## src/rtl/lc3b_mem_pkg.sv

```systemverilog
// rtl/lc3b_mem_pkg.sv - shared FSM state, owner encoding and latency default for mem_arbiter
package lc3b_mem_pkg;

    typedef enum logic [1:0] {
        ST_IDLE   = 2'd0,
        ST_ACCESS = 2'd1,
        ST_DONE   = 2'd2
    } arb_state_e;

    localparam logic [1:0] OWN_NONE = 2'b00;
    localparam logic [1:0] OWN_CPU  = 2'b01;
    localparam logic [1:0] OWN_DBG  = 2'b10;

    localparam int MEM_LAT_DEFAULT = 2;

endpackage

```

## src/rtl/mem_lane_align.sv

```systemverilog
// rtl/mem_lane_align.sv - byte-lane enables, write-byte replication and read sign-extension
module mem_lane_align (
    input  logic        byte_i,
    input  logic        addr0_i,
    input  logic [15:0] wdata_i,
    input  logic [15:0] rdata_i,
    output logic [1:0]  be_o,
    output logic [15:0] wdata_o,
    output logic [15:0] rdata_o
);

    logic [7:0] rd_lane;

    // Steer lanes: word accesses use both lanes, byte accesses pick the lane from addr[0]
    always_comb begin
        rd_lane = addr0_i ? rdata_i[15:8] : rdata_i[7:0];
        if (byte_i) begin
            be_o    = addr0_i ? 2'b10 : 2'b01;
            wdata_o = {wdata_i[7:0], wdata_i[7:0]};
            rdata_o = {{8{rd_lane[7]}}, rd_lane};
        end else begin
            be_o    = 2'b11;
            wdata_o = wdata_i;
            rdata_o = rdata_i;
        end
    end

endmodule

```

## src/rtl/mem_arbiter.sv

```systemverilog
// rtl/mem_arbiter.sv - CPU/debug memory arbiter; MEM_ARBITER_RR_EN selects round-robin over fixed dbg priority
module mem_arbiter
    import lc3b_mem_pkg::*;
#(
    parameter int MEM_LAT = MEM_LAT_DEFAULT
) (
    input  logic        clk,
    input  logic        reset,
    input  logic        cpu_req,
    input  logic        cpu_we,
    input  logic        cpu_byte,
    input  logic [15:0] cpu_addr,
    input  logic [15:0] cpu_wdata,
    output logic [15:0] cpu_rdata,
    output logic        cpu_ack,
    input  logic        dbg_req,
    input  logic        dbg_we,
    input  logic        dbg_byte,
    input  logic [15:0] dbg_addr,
    input  logic [15:0] dbg_wdata,
    output logic [15:0] dbg_rdata,
    output logic        dbg_ack,
    output logic        mem_en,
    output logic        mem_we,
    output logic [1:0]  mem_be,
    output logic [14:0] mem_addr,
    output logic [15:0] mem_wdata,
    input  logic [15:0] mem_rdata,
    output logic [1:0]  owner
);

    localparam logic [2:0] LAT_LAST = 3'(MEM_LAT - 1);

    arb_state_e  state_q, state_d;
    logic [2:0]  cnt_q, cnt_d;
    logic [1:0]  own_q;
    logic        we_q;
    logic        byte_q;
    logic [15:0] addr_q;
    logic [15:0] wdata_q;
    logic [15:0] cpu_rdata_q;
    logic [15:0] dbg_rdata_q;

    logic        start;
    logic        finish;
    logic        grant_dbg;
    logic [1:0]  lane_be;
    logic [15:0] lane_wdata;
    logic [15:0] lane_rdata;
    logic [15:0] rd_result;

`ifdef MEM_ARBITER_RR_EN
    logic        last_dbg_q;

    // On a tie the requester not served last wins
    always_comb begin
        grant_dbg = dbg_req && (!cpu_req || !last_dbg_q);
    end

    // Remember who was served, updated once per completed transaction
    always_ff @(posedge clk) begin
        if (reset) begin
            last_dbg_q <= 1'b1;
        end else if (state_q == ST_DONE) begin
            last_dbg_q <= (own_q == OWN_DBG);
        end
    end
`else
    // Fixed priority: the debug port always wins a tie
    always_comb begin
        grant_dbg = dbg_req;
    end
`endif

    mem_lane_align u_lane (
        .byte_i  (byte_q),
        .addr0_i (addr_q[0]),
        .wdata_i (wdata_q),
        .rdata_i (mem_rdata),
        .be_o    (lane_be),
        .wdata_o (lane_wdata),
        .rdata_o (lane_rdata)
    );

    // FSM state and access-cycle counter registers
    always_ff @(posedge clk) begin
        if (reset) begin
            state_q <= ST_IDLE;
            cnt_q   <= 3'd0;
        end else begin
            state_q <= state_d;
            cnt_q   <= cnt_d;
        end
    end

    // Next-state logic and memory-side outputs; memory outputs are quiet outside ACCESS
    always_comb begin
        state_d   = state_q;
        cnt_d     = cnt_q;
        start     = 1'b0;
        finish    = 1'b0;
        mem_en    = 1'b0;
        mem_we    = 1'b0;
        mem_be    = 2'b00;
        mem_addr  = 15'd0;
        mem_wdata = 16'd0;
        case (state_q)
            ST_IDLE: begin
                if (cpu_req || dbg_req) begin
                    state_d = ST_ACCESS;
                    cnt_d   = 3'd0;
                    start   = 1'b1;
                end
            end
            ST_ACCESS: begin
                mem_en    = 1'b1;
                mem_we    = we_q;
                mem_be    = lane_be;
                mem_addr  = addr_q[15:1];
                mem_wdata = lane_wdata;
                if (cnt_q == LAT_LAST) begin
                    state_d = ST_DONE;
                    finish  = 1'b1;
                end else begin
                    cnt_d = cnt_q + 3'd1;
                end
            end
            ST_DONE: begin
                state_d = ST_IDLE;
            end
            default: begin
                state_d = ST_IDLE;
            end
        endcase
    end

    // Writes report zero; reads report the lane-aligned memory word
    always_comb begin
        rd_result = we_q ? 16'd0 : lane_rdata;
    end

    // Latch the winner's request at grant and capture read data on the last access cycle
    always_ff @(posedge clk) begin
        if (reset) begin
            own_q       <= OWN_NONE;
            we_q        <= 1'b0;
            byte_q      <= 1'b0;
            addr_q      <= 16'd0;
            wdata_q     <= 16'd0;
            cpu_rdata_q <= 16'd0;
            dbg_rdata_q <= 16'd0;
        end else begin
            if (start) begin
                if (grant_dbg) begin
                    own_q   <= OWN_DBG;
                    we_q    <= dbg_we;
                    byte_q  <= dbg_byte;
                    addr_q  <= dbg_addr;
                    wdata_q <= dbg_wdata;
                end else begin
                    own_q   <= OWN_CPU;
                    we_q    <= cpu_we;
                    byte_q  <= cpu_byte;
                    addr_q  <= cpu_addr;
                    wdata_q <= cpu_wdata;
                end
            end
            if (finish) begin
                if (own_q == OWN_DBG) begin
                    dbg_rdata_q <= rd_result;
                end else begin
                    cpu_rdata_q <= rd_result;
                end
            end
        end
    end

    // Requester-side outputs: ack only in DONE, owner hidden while idle
    always_comb begin
        cpu_ack   = (state_q == ST_DONE) && (own_q == OWN_CPU);
        dbg_ack   = (state_q == ST_DONE) && (own_q == OWN_DBG);
        owner     = (state_q == ST_IDLE) ? OWN_NONE : own_q;
        cpu_rdata = cpu_rdata_q;
        dbg_rdata = dbg_rdata_q;
    end

endmodule

```

## config.mk

```make
export PLATFORM = sky130hd
export DESIGN_NAME = mem_arbiter
export DESIGN_NICKNAME = d
export VERILOG_FILES = /design/src/rtl/lc3b_mem_pkg.sv /design/src/rtl/mem_lane_align.sv /design/src/rtl/mem_arbiter.sv
export SDC_FILE = /design/constraint.sdc
export NUM_CORES = 1
export LEC_CHECK = 0
export BUFFER_PORTS_ARGS = -buffer_cell sky130_fd_sc_hd__buf_2
export CAP_MARGIN = 5
export CORE_UTILIZATION = 43
export CTS_CLUSTER_DIAMETER = 60
export DETAILED_ROUTE_END_ITERATION = 10
export PLACE_DENSITY = 0.86
export SLEW_MARGIN = 5
export SYNTH_ARGS = -nofsm -noshare
export SYNTH_HDL_FRONTEND = slang
export SYNTH_SLANG_ARGS = --single-unit
```

## constraint.sdc

```tcl
create_clock -name clk -period 1.6 [get_ports clk]
set_input_delay 0.16 -clock clk [delete_from_list [all_inputs] [get_ports clk]]
set_output_delay 0.16 -clock clk [all_outputs]
set_load 0.01 [all_outputs]
```

==> key figures <==
Drt
  • Vias/cell: 5.18
  • DR DRC count: 0
  • DR vias: 3413
  • Total Wirelength: a little under 10 mm
  • WL per Instance: 14.8 um
  • 1st-iter DRT viols: 140
  • Routed Antenna Nets: 0
  • Pre-antenna DRT Iters: 4

Synthesis
  • Synth Warn #: 0
  • Post-synthesis compound-gate area fraction: 0.176
  • Share of the yosys chip area belonging to registers: 0.401
  • Post-synthesis xor/xnor area fraction: 0.00240
  • Yosys top cell by area: dfxtp_1
  • Largest family of logic cells by synthesized area: simple AND/OR/NAND/NOR gates
  • Share of the synthesized area in the top cell type: 0.401
  • Cell count after synthesis: between 300 and 400
  • Cell Area, Synth: 3640 sq um
  • Post-synthesis simple-gate area fraction: 0.205
  • Post-synthesis cell type count: 34
  • Syn_area_per_cell: 9.17 sq um
  • Post-Syn Nets: 487
  • Ranking of synthesized cells by area: dfxtp_1 (40%), mux2i_1 (15%), a211oi_1 (6.2%)
  • Flops & latches, synth: 73
  • Mux cell area share after synthesis: 0.151
  • Area share of fa/ha/maj cells after synthesis: 0.00687

STA
  • Final hold violation count: 0
  • Maximum clock frequency: 632 MHz
  • Final setup fails: 0
  • Worst setup margin: 0.0178 ns
  • RSZ-0062 raised after global routing: yes
  • Relative slew slack: 0.684
  • Post-layout minimum cycle time: 1.58 ns
  • Worst-Margin Slew: 0.469 ns
  • Final Skew: 0.00670 ns
  • Period utilization: 0.989
  • Slew Viols, Final: 0

Floorplanning
  • Die ar.: 8840 sq um
  • Core ar.: 8220 sq um
  • I/O pin cnt: 159
  • Die H: 94.0 um
  • Die X: approximately 94 um
  • Initial Util: 0.443
  • Placement row count: 33

Worst setup path
  • Slowest stage delay, CP: 0.39 ns
  • Worst EP arrival: around 1.4 ns
  • Cell family with most CP delay: flip-flops
  • Worst R2R Setup Slack: 0.06 ns
  • Worst setup EP type: output pin
  • R2R Path Start: cnt_q[0]
  • Reg2reg end: dbg_rdata[8]
  • R2r worst-path depth: 4
  • Crit Path Max Fanout: 10
  • Nature of the critical path startpoint: flop
  • Crit Path Category: flop to output pin
  • Buffers & Inverters on Critical Path: 3
  • Crit-path cells: nand2b_4 -> inv_8 -> clkbuf_16 -> and2_1 -> buf_2
  • Slowest CP cell: dfxtp_4
  • CP Data Required Time: 1.44 ns

Clock tree
  • CTS root buf: clkbuf_8
  • CTS tree: built
  • CTS H-tree lvls: 3
  • Cts hold-fix bufs: 0
  • Reg clk slew, reported paths: about 0.08 ns
  • Clock Sinks: 73
  • Later-pin clock latency in the skew report: roughly 0.34 ns
  • Longest Clk Path Bufs: 2
  • CTS Buf Count: 9

Pwr
  • Pwr/cell area: approximately 1000 nW/um^2
  • Cell internal pwr: 0.00356 W
  • Pleak: 2.30 nW
  • Seq pwr share: 0.412
  • Net Sw Frac: 0.271
  • Tot Pwr: 0.00489 W
  • Clock power frac: 0.392
  • Peak VDD IR: 0.000455 V
  • Net Switching: 0.00133 W
  • Comb pwr share: 0.196

Global route
  • Largest net degree at the start of global routing: 51
  • Gr ovfl total: 0
  • Vias in the first global route: around 3300
  • First-pass GRT wire length: 15.1 mm
  • Initial antenna violation count: 0
  • All-Layer GR Usage: 0.220

Cells and area
  • Commonest non-fill, non-tap cell in the layout: buf_2
  • Syn-to-layout area delta: 34.1%
  • Layout cells sized above 1: 0.410
  • Post-route cell area: a little under 5000 sq um
  • Nets: 639
  • Most frequent cells in the layout: buf_2 (158), dfxtp_1 (71), nor2_1 (55), mux2i_1 (55), a211oi_1 (30)
  • Number of antenna repair diodes: 0
  • Final Util: 0.595

Placed design
  • Port bufs: 158
  • Pre-CTS setup slack: -0.0274 ns
  • Hpwl dp: 6.95 mm
  • Placed cell area: 4510 sq um
  • Final GP Congestion: 0.852

Worst hold path
  • WHS Path Cells: 2
  • Hold Startpoint: dbg_req
  • Hold Path End: own_q[0]
  • Min-Delay Path Class: input port to flop

Status
  • Status: completed

Job
  • Max-cap viol count: 0
## sequential cells by signal, indices dropped and copies added (netlist names)
name / cells
addr_q: 16
wdata_q: 16
byte_q: 1
cpu_rdata: 16
state_q: 2
we_q: 1
cnt_q: 3
dbg_rdata: 16
own_q: 2
## logic make-up after synthesis
family | after synthesis
xor gates and xnor gates | 1
adders and majority gates | 2
muxes | 55
AOI/OAI and AO/OA | 87
buffers and inverters | 36
DFF | 73
and+or+nand+nor | 143
## final cells by class
| type | count | area (sq um) |
|---|---|---|
| Fill cell | 706 | 3330 |
| Multi-Input combinational cell | 288 | 2030 |
| Sequential cell | 73 | 1470 |
| Timing Repair Buffer | 174 | 970 |
| Clock inverter | 7 | 143 |
| Tap cell | 105 | 131 |
| Clock buffer | 9 | 124 |
| Inverter | 3 | 18.8 |
## cell usage after synthesis
master and n:
o22ai_2 7, and4bb_2 1, nor2_2 2, nor3_1 2, a211oi_1 30, nand4bb_4 1
or3_1 2, o21ai_0 8, and2_1 26, inv_1 2, o21a_1 1, nor2_8 1
nand3b_1 7, or2_0 1, nand2b_1 13, ha_1 2, a21bo_2 7, nor2b_1 3
nor2_1 55, a211oi_2 5, buf_6 7, nor3b_1 1, buf_4 2, a22oi_1 1
a21oi_1 20, inv_2 1, dfxtp_1 73, clkbuf_1 12, buf_2 12, o21ai_1 8
nand3_1 8, xor2_1 1, mux2i_1 55, nand2_1 20
## stage by stage
stage,TNS (ns),cells,hold slack (ns)
floorplan,0,397,0.350
global placement,0,641,0.437
detailed placement,-0.0939,641,0.448
CTS,0,657,0.0747
global route,-0.243,659,0.0842
finish,0,659,0.0879
## power groups by stage
stage               clock network (W)  logic (W)  registers (W)
floorplan                           0   0.000614        0.00203
global placement                    0   0.000891        0.00204
detailed placement                  0   0.000915        0.00205
CTS                           0.00195   0.000926        0.00201
global route                  0.00202    0.00105        0.00203
finish                        0.00191   0.000959        0.00201
## worst max-delay path by stage
stage / start / endpoint / slack (ns) / depth (start not counted)
floorplan: cnt_q[0] / cpu_rdata[13] / 0.11 / 7
global placement: cnt_q[1] / dbg_rdata[10] / 0.04 / 5
detailed placement: cnt_q[1] / dbg_rdata[8] / -0.03 / 5
CTS: state_q[1] / mem_addr[4] / 0.01 / 5
global route: state_q[1] / mem_addr[4] / -0.02 / 5
finish: state_q[1] / mem_addr[2] / 0.02 / 5
## routing by layer
metal,wire length [um],track usage,up-vias
met3,535,0.0469,13
met5,0,0,-
met4,142,0.101,0
met2,4880,0.379,127
met1,4170,0.260,1587
li1,-,-,1686
## what timing repair did
action / CTS / global route
resized for setup: 7 / 13
endpoints found under the setup margin: 34 / 51
hold endpoints to repair: 0 / 0
gates cloned: 0 / 1
pin swaps: 0 / 1
setup buffers: 0 / 1
No activity file was read; power rests on OpenSTA's default activity.
